$ cat config.mk
export PLATFORM = sky130hd
export DESIGN_NAME = mult_rr_sched
export DESIGN_NICKNAME = d
export VERILOG_FILES = /design/src/rtl/mult_rr_sched.sv
export SDC_FILE = /design/constraint.sdc
export NUM_CORES = 2
export LEC_CHECK = 0
export BUFFER_PORTS_ARGS = -buffer_cell sky130_fd_sc_hd__clkbuf_2
export CAP_MARGIN = 10
export CORE_MARGIN = 1
export CORE_UTILIZATION = 45
export CTS_CLUSTER_DIAMETER = 60
export DETAILED_ROUTE_END_ITERATION = 6
export GPL_ROUTABILITY_DRIVEN = 1
export SKIP_LAST_GASP = 1
export SLEW_MARGIN = 10
export SYNTH_ARGS = -nofsm -noshare
export SYNTH_HDL_FRONTEND = slang
export SYNTH_SLANG_ARGS = --single-unit
$ cat constraint.sdc
create_clock -name clk -period 8.8 [get_ports clk]
set_input_delay 1.76 -clock clk [delete_from_list [all_inputs] [get_ports clk]]
set_output_delay 1.76 -clock clk [all_outputs]
set_load 0.01 [all_outputs]
$ cat src/rtl/mult_rr_sched.sv
// Round-robin front end sharing one pipelined signed fixed-point multiplier
// among N_REQ requesters; each result returns MULT_LATENCY cycles after its accept.
module mult_rr_sched #(
  parameter int DATA_WIDTH   = 32,
  parameter int INT_WIDTH    = 16,
  parameter int N_REQ        = 4,
  parameter int MULT_LATENCY = 3
) (
  input  logic                        clk,
  input  logic                        rstn,
  input  logic [N_REQ-1:0]            req_valid,
  output logic [N_REQ-1:0]            req_ready,
  input  logic [N_REQ*DATA_WIDTH-1:0] req_a,
  input  logic [N_REQ*DATA_WIDTH-1:0] req_b,
  output logic [N_REQ-1:0]            rsp_valid,
  output logic [DATA_WIDTH-1:0]       rsp_p,
  output logic                        busy
);
  localparam int IDXW = $clog2(N_REQ);

  // Keep the operand's Q format: drop FRAC LSBs (floor) and the top INT_WIDTH bits (wrap).
  function automatic logic [DATA_WIDTH-1:0] fx_mul(input logic [DATA_WIDTH-1:0] a,
                                                   input logic [DATA_WIDTH-1:0] b);
    logic signed [2*DATA_WIDTH-1:0] prod;
    prod = $signed(a) * $signed(b);
    return prod[2*DATA_WIDTH-1-INT_WIDTH -: DATA_WIDTH];
  endfunction

  logic [N_REQ-1:0][DATA_WIDTH-1:0] a_arr, b_arr;
  logic [IDXW-1:0]                  ptr, gnt_idx;
  logic [N_REQ-1:0]                 gnt;
  logic                             found, accept;
  logic [DATA_WIDTH-1:0]            a_sel, b_sel, p_out;
  logic [MULT_LATENCY:1]            vld_pipe;
  logic [MULT_LATENCY:1][N_REQ-1:0] tag_pipe;

  assign a_arr = req_a;
  assign b_arr = req_b;

  // First valid requester at or after ptr, modulo N_REQ; nothing granted in reset.
  always_comb begin
    int j;
    j       = 0;
    gnt     = '0;
    gnt_idx = '0;
    found   = 1'b0;
    for (int off = 0; off < N_REQ; off++) begin
      j = int'(ptr) + off;
      if (j >= N_REQ) j = j - N_REQ;
      if (!found && req_valid[j]) begin
        found   = 1'b1;
        gnt_idx = IDXW'(j);
      end
    end
    if (found && rstn) gnt[gnt_idx] = 1'b1;
  end

  assign req_ready = gnt;
  assign accept    = |gnt;
  assign a_sel     = a_arr[gnt_idx];
  assign b_sel     = b_arr[gnt_idx];

  always_ff @(posedge clk) begin
    if (!rstn)       ptr <= '0;
    else if (accept) ptr <= (gnt_idx == IDXW'(N_REQ-1)) ? '0 : gnt_idx + 1'b1;
  end

  // Valid and one-hot tag travel together; the last tag stage is the response strobe.
  always_ff @(posedge clk) begin
    if (!rstn) begin
      vld_pipe <= '0;
      tag_pipe <= '0;
    end else begin
      vld_pipe[1] <= accept;
      tag_pipe[1] <= gnt;
      for (int k = 2; k <= MULT_LATENCY; k++) begin
        vld_pipe[k] <= vld_pipe[k-1];
        tag_pipe[k] <= tag_pipe[k-1];
      end
    end
  end

  generate
    if (MULT_LATENCY == 1) begin : g_lat1
      logic [DATA_WIDTH-1:0] p_q;
      always_ff @(posedge clk) begin
        if (!rstn)       p_q <= '0;
        else if (accept) p_q <= fx_mul(a_sel, b_sel);
      end
      assign p_out = p_q;
    end else begin : g_latn
      // Stage 1 holds operands, stage 2 the product; later stages are free for retiming.
      logic [DATA_WIDTH-1:0]                   op_a, op_b;
      logic [MULT_LATENCY:2][DATA_WIDTH-1:0]   res_pipe;
      always_ff @(posedge clk) begin
        if (!rstn) begin
          op_a     <= '0;
          op_b     <= '0;
          res_pipe <= '0;
        end else begin
          if (accept) begin
            op_a <= a_sel;
            op_b <= b_sel;
          end
          if (vld_pipe[1]) res_pipe[2] <= fx_mul(op_a, op_b);
          for (int k = 3; k <= MULT_LATENCY; k++)
            if (vld_pipe[k-1]) res_pipe[k] <= res_pipe[k-1];
        end
      end
      assign p_out = res_pipe[MULT_LATENCY];
    end
  endgenerate

  assign rsp_valid = tag_pipe[MULT_LATENCY];
  assign rsp_p     = p_out;
  assign busy      = rstn & ((|req_valid) | (|vld_pipe));

endmodule

Word-level counts from Yosys, hierarchy flattened:

Index checks and enable logic that the tools add are counted.

* add/sub/neg operators: 8
* multipliers: 1
* div/mod/pow operators: 0
* $lt $le $gt $ge: 10
* eq/ne operators: 1
* shift operators: 0
* muxes and demuxes: 32
* bitwise operators: 2
* reduce and logical (&&, ||, !) cells: 11

Operators with widths (count)
* 32-bit 2-to-1 mux: 6
* 32-bit binary-select mux with 2-bit select: 2
* 32-bit by 4-bit less-than comparator with 1-bit output (second input constant): 4
* 32-bit by 32-bit multiplier with 48-bit output: 1
* 1-bit 2-to-1 mux: 13
* 3-bit by 3-bit subtractor with 4-bit output (second input constant): 3
* 2-bit 2-to-1 mux: 5
* 3-bit greater-or-equal comparator (second input constant): 3
* 1-bit binary-select mux with 2-bit select: 4
* 4-bit OR reduction: 2
* 2-bit by 2-bit adder with 3-bit output (second input constant): 2
* 1-bit logical AND: 5
* 4-bit 2-to-1 mux: 1
* 2-bit by 3-bit subtractor with 4-bit output (second input constant): 1
* 2-bit by 1-bit adder with 3-bit output (second input constant): 1
* 2-bit by 3-bit greater-or-equal comparator with 1-bit output (second input constant): 1
* 1-bit zero test: 3
* 2-bit by 3-bit less-than comparator with 1-bit output (second input constant): 1
* 3-bit OR reduction: 1
* 2-bit by 1-bit adder with 2-bit output (second input constant): 1
* 1-bit demux with 2-bit select: 1
* 2-bit equality test (second input constant): 1
* 2-bit by 1-bit greater-or-equal comparator with 1-bit output (second input constant): 1
* 1-bit bitwise AND: 1
* 1-bit OR: 1

* register bits: 145
* latch bits: 0
* RAM bits: 0
* ROM bits: 0
* output and inout port bits: 41
* memories: 0

Longest topological paths before layout:

* depth after elaboration: 21
* mapped depth: 28

Worst setup path before layout:

No wires, ideal clock.

* path type: register to register
* start point: register g_latn.op_a[19]
* end point: register g_latn.res_pipe[28] (netlist bit)
* data arrival time: 6815 ps
* slack: 1853 ps
* stages on the path, launching flop included: 27
* buffers on the path: 3
* path through: dfxtp_1 -> clkbuf_1 -> clkbuf_1 -> nand2_1 -> fa_1 -> inv_1 -> fa_1 -> inv_1 -> fa_1 -> fa_1 -> inv_1 -> fa_1 -> fa_1 -> inv_1 -> fa_1 -> fa_1 -> inv_1 -> ha_1 -> buf_2 -> nand3_1 -> nor3_1 -> nand2_1 -> or3_1 -> a311o_1 -> a31oi_1 -> xnor2_1 -> a21oi_1

* word-level cells in the longest chain between the ends: 1

RTL lines
* start: declaration: RTL line 93 `logic [DATA_WIDTH-1:0] op_a, op_b;`
* start signal: assignment: RTL line 102 `op_a <= a_sel;`
* 32-bit by 32-bit multiplier with 48-bit output: RTL line 25 `prod = $signed(a) * $signed(b);`
* end signal: indexed assignment: RTL line 107 `if (vld_pipe[k-1]) res_pipe[k] <= res_pipe[k-1];`
* end: declaration: RTL line 94 `logic [MULT_LATENCY:2][DATA_WIDTH-1:0] res_pipe;`

No other way between the ends.
A chain may end at the register's enable or synchronous reset.

Worst setup path after layout:

* start point: register g_latn.op_b[9]
* end point: register g_latn.res_pipe[27] (netlist bit)

* word-level cells in the longest chain between the ends: 1

RTL lines
* start: declaration: RTL line 93
* start signal: assignment: RTL line 103 `op_b <= b_sel;`
* 32-bit by 32-bit multiplier with 48-bit output: RTL line 25

No other way between the ends.

==> impl_metrics.yaml <==
outcome:
  status: "completed"
global_route:
  grt_pass1_wl_um: 169400
  grt_overflow_total: 0
  antenna_found_initial: 0
  grt_usage_pct: 27.10
  grt_pass1_vias: 30100
  grt_max_degree: 134
place:
  gp_congestion: 0.9041
  numPortBuffers: 302
  hpwl_um: 88910
  pre_cts_ws_ps: 858.3
synth:
  ys_seq_elements: 145
  synthMuxAreaShare_pct: 1.177
  ys_warn_count: 0
  netlist_area_sq_um: 36240
  synthAdderAreaFrac_pct: 52.06
  synth-simple-area-share_pct: 19.49
  ys_types: 70
  synth-compound-area-share_pct: 5.566
  synth_top_family_by_area: "adder cells"
  synth_cells: 4167
  synth_async_sr_flop_share_pct: 0
  synth_edf_count: 0
  synth.avg_cell_area_sq_um: 8.696
  syn_nets: 5434
  yosys.area_share.xor_xnor_pct: 1.533
  ys_seq_area_share_pct: 8.011
  synth_top_flop_cell: "dfxtp_1"
detailed_routing:
  drtIter0Drc: 1432
  vias: 27760
  drc: 0
  ant_nets: 0
  via_per_inst: 5.182
  finalWirelength_um: 105900
  wire_per_inst_um: 19.78
  dr.pass1.iters: 7
min_path:
  whs_path_depth: 1
  worst_hold_path.endpoint: "rsp_valid[3]$_SDFF_PN0_"
  hp-start: "tag_pipe[7]$_SDFF_PN0_"
  hold_path_class: "register to register"
sta:
  rsz0062_at_grt: "no"
  finalSetupTns_ps: 0
  slew_violations: 0
  final_hold_viol_count: 0
  report.final.setup_viol: 0
  worst_slack_ps: 756.3
  tightest_slew_ps: 1204
  final.setup_skew_ps: 21.26
  relSlewSlack_pct: 19.64
  fmax_ghz: 0.1243
  timing.final.crit_share_pct: 91.41
  fin_crit_ps: 8044
worst_setup_path:
  path_max_fanout: 27
  endpoint_kind: "register"
  reg2reg_depth: 22
  worstPathRequired_ps: 9130
  r2r_end: "g_latn.res_pipe[27]$_SDFFE_PN0P_"
  start_kind: "register"
  rrSetupSlack_ps: 760
  r2r_start: "g_latn.op_b[9]$_SDFFE_PN0P_"
  worstPathArrival_ps: 8370
  path_class: "register to register"
cells_and_area:
  fillers: 7803
  drive_above_1_share_pct: 10.66
  seq_area_sq_um: 2904
  finalNetCount: 5558
  multiInputGateArea_sq_um: 28960
  syn_to_final_growth_pct: 8.218
clock_tree:
  postCtsSetupBuffers: 0
  clock_latency_ps: 470
  tritoncts: "yes"
  numClockSinks: 145
  ctsRootBufferMaster: "clkbuf_16"
  ctsHoldBuffers: 0
  cts_buffer_depth: 2
  cts.clk_slew.worst_paths_ps: 80
  cts_made_buffers: 17
  htreeDepth: 4
  cts_resized: 0
die:
  start_util_pct: 45.65
  fp.dieH_um: 285.8
  rows: 103
  die_w_um: 285.8
  die-area_sq_um: 81660
  ioPinCount: 303
  core_region_area_sq_um: 79390
power:
  peakVddDrop_uv: 402.3
  leakagePower_nw: 19.45
  p_per_area_nw_per_um2: 342.6
job:
  maxCapViolations: 0
[routing by layer]
metal  up-vias  routed length, um  global-route usage [%]
li1      12550                  -                       -
met1     14200              40770                   32.68
met2       819              55560                   48.89
met3       189               4235                   2.337
met4         0               5383                   12.54
met5         -                  0                       0
[per-stage QoR]
step           power, mW  utilization, %  hold slack, ps  instance area [sq um]  instances
2_1_floorplan      9.061               -           411.9                  36240       4167
3_3_place_gp       12.68           48.62           413.5                  38600       5322
3_5_place_dp       12.76           48.62           419.3                  38600       5322
4_1_cts            13.63           49.39           430.4                  39210       5354
5_1_grt            14.94           49.39           448.4                  39210       5354
6_report           13.43           49.40           430.4                  39210       5356
[layout by cell type (no fill, tap or decap), types with 3 or more instances in the layout]
master / count
a211o_1: 4
a211oi_1: 6
a21boi_0: 5
a21o_1: 21
a21oi_1: 111
a311oi_1: 65
a31oi_1: 10
and2_1: 433
and3_1: 72
and4_1: 3
buf_4: 103
clkbuf_16: 17
clkbuf_2: 302
clkinv_4: 3
clkinv_8: 4
dfxtp_1: 144
fa_1: 838
ha_1: 167
inv_1: 821
inv_8: 6
mux2i_1: 40
nand2_1: 765
nand2b_1: 7
nand3_1: 24
nand4_1: 13
nor2_1: 134
nor2b_1: 14
nor3_1: 7
o211ai_1: 8
o21a_1: 3
o21ai_0: 37
o21bai_1: 4
o31ai_1: 5
or3_1: 6
xnor2_1: 44
xnor3_1: 3
xor2_1: 9
[how the worst max path moves through the flow]
stage,startpoint,end,slack [ps],cells after the start
finish,g_latn.op_b[9]$_SDFFE_PN0P_,g_latn.res_pipe[27]$_SDFFE_PN0P_,760,22
detailed placement,g_latn.op_b[9]$_SDFFE_PN0P_,g_latn.res_pipe[30]$_SDFFE_PN0P_,860,22
global placement,g_latn.op_b[7]$_SDFFE_PN0P_,g_latn.res_pipe[27]$_SDFFE_PN0P_,860,24
CTS,g_latn.op_b[9]$_SDFFE_PN0P_,g_latn.res_pipe[27]$_SDFFE_PN0P_,820,22
global route,g_latn.op_b[9]$_SDFFE_PN0P_,g_latn.res_pipe[21]$_SDFFE_PN0P_,350,21
floorplan,g_latn.op_a[19]$_SDFFE_PN0P_,g_latn.res_pipe[28]$_SDFFE_PN0P_,1850,26
[cell usage after synthesis, types with 37 or more instances]
library cell | number | area share (%)
ha_1 | 167 | 5.8
xnor2_1 | 44 | 1.1
a21oi_1 | 112 | 1.5
mux2i_1 | 40 | 1.1
and2_1 | 433 | 7.5
nand2_1 | 765 | 7.9
dfxtp_1 | 145 | 8.0
o21ai_0 | 37 | 0.51
and3_1 | 72 | 1.2
inv_1 | 824 | 8.5
a311oi_1 | 65 | 1.6
clkbuf_1 | 242 | 2.5
nor2_1 | 134 | 1.4
fa_1 | 838 | 46
[power by group]
| group | switching [mW] | total (mW) | leakage (nW) | internal (mW) |
|---|---|---|---|---|
| Combinational | 6.73 | 11.2 | 18.0 | 4.50 |
| Clock | 0.392 | 0.779 | 0.293 | 0.386 |
| Sequential | 0.592 | 1.42 | 1.19 | 0.828 |
| Total | 7.72 | 13.4 | 19.4 | 5.72 |
[cell type report]
cell class	count	share of cell area, %
Tap cell	1050	3.350
Inverter	825	7.910
Sequential cell	145	7.406
Clock buffer	17	1.085
Multi-Input combinational cell	2895	73.84
Antenna cell	2	0.01276
Timing Repair Buffer	407	5.928
Clock inverter	15	0.4658
[worst max-delay path, stage by stage, from the launching register on]
cell	delay, ps
dfxtp_1	1110
and2_1	270
fa_1	460
fa_1	560
inv_1	60
fa_1	500
fa_1	520
inv_1	60
fa_1	550
fa_1	430
fa_1	600
inv_1	80
fa_1	480
inv_1	40
ha_1	400
and4_1	320
nor2b_1	190
a21boi_0	320
o211ai_1	200
o221a_2	210
a31oi_1	260
xnor2_1	160
o21ai_0	90
[state kept, by name, summed over array words and instances, names as in the netlist]
| register | flops |
|---|---|
| rsp_valid | 4 |
| g_latn.op_b | 32 |
| rsp_p | 32 |
| tag_pipe | 8 |
| ptr | 2 |
| g_latn.op_a | 32 |
| vld_pipe | 3 |
| g_latn.res_pipe | 32 |
[cell families (layout without fill, tap and decap cells)]
kind of cell | after synthesis | after routing
adder cells (fa/ha/maj) | 1005 | 1005
XOR/XNOR | 57 | 57
buffers and inverters | 1127 | 1264
multiplexers | 42 | 42
flip-flops | 145 | 145
AND/OR/NAND/NOR | 1490 | 1490
AO/OA/AOI/OAI | 301 | 301
other | 0 | 2
Note: power is estimated with default switching activity, not from simulation.
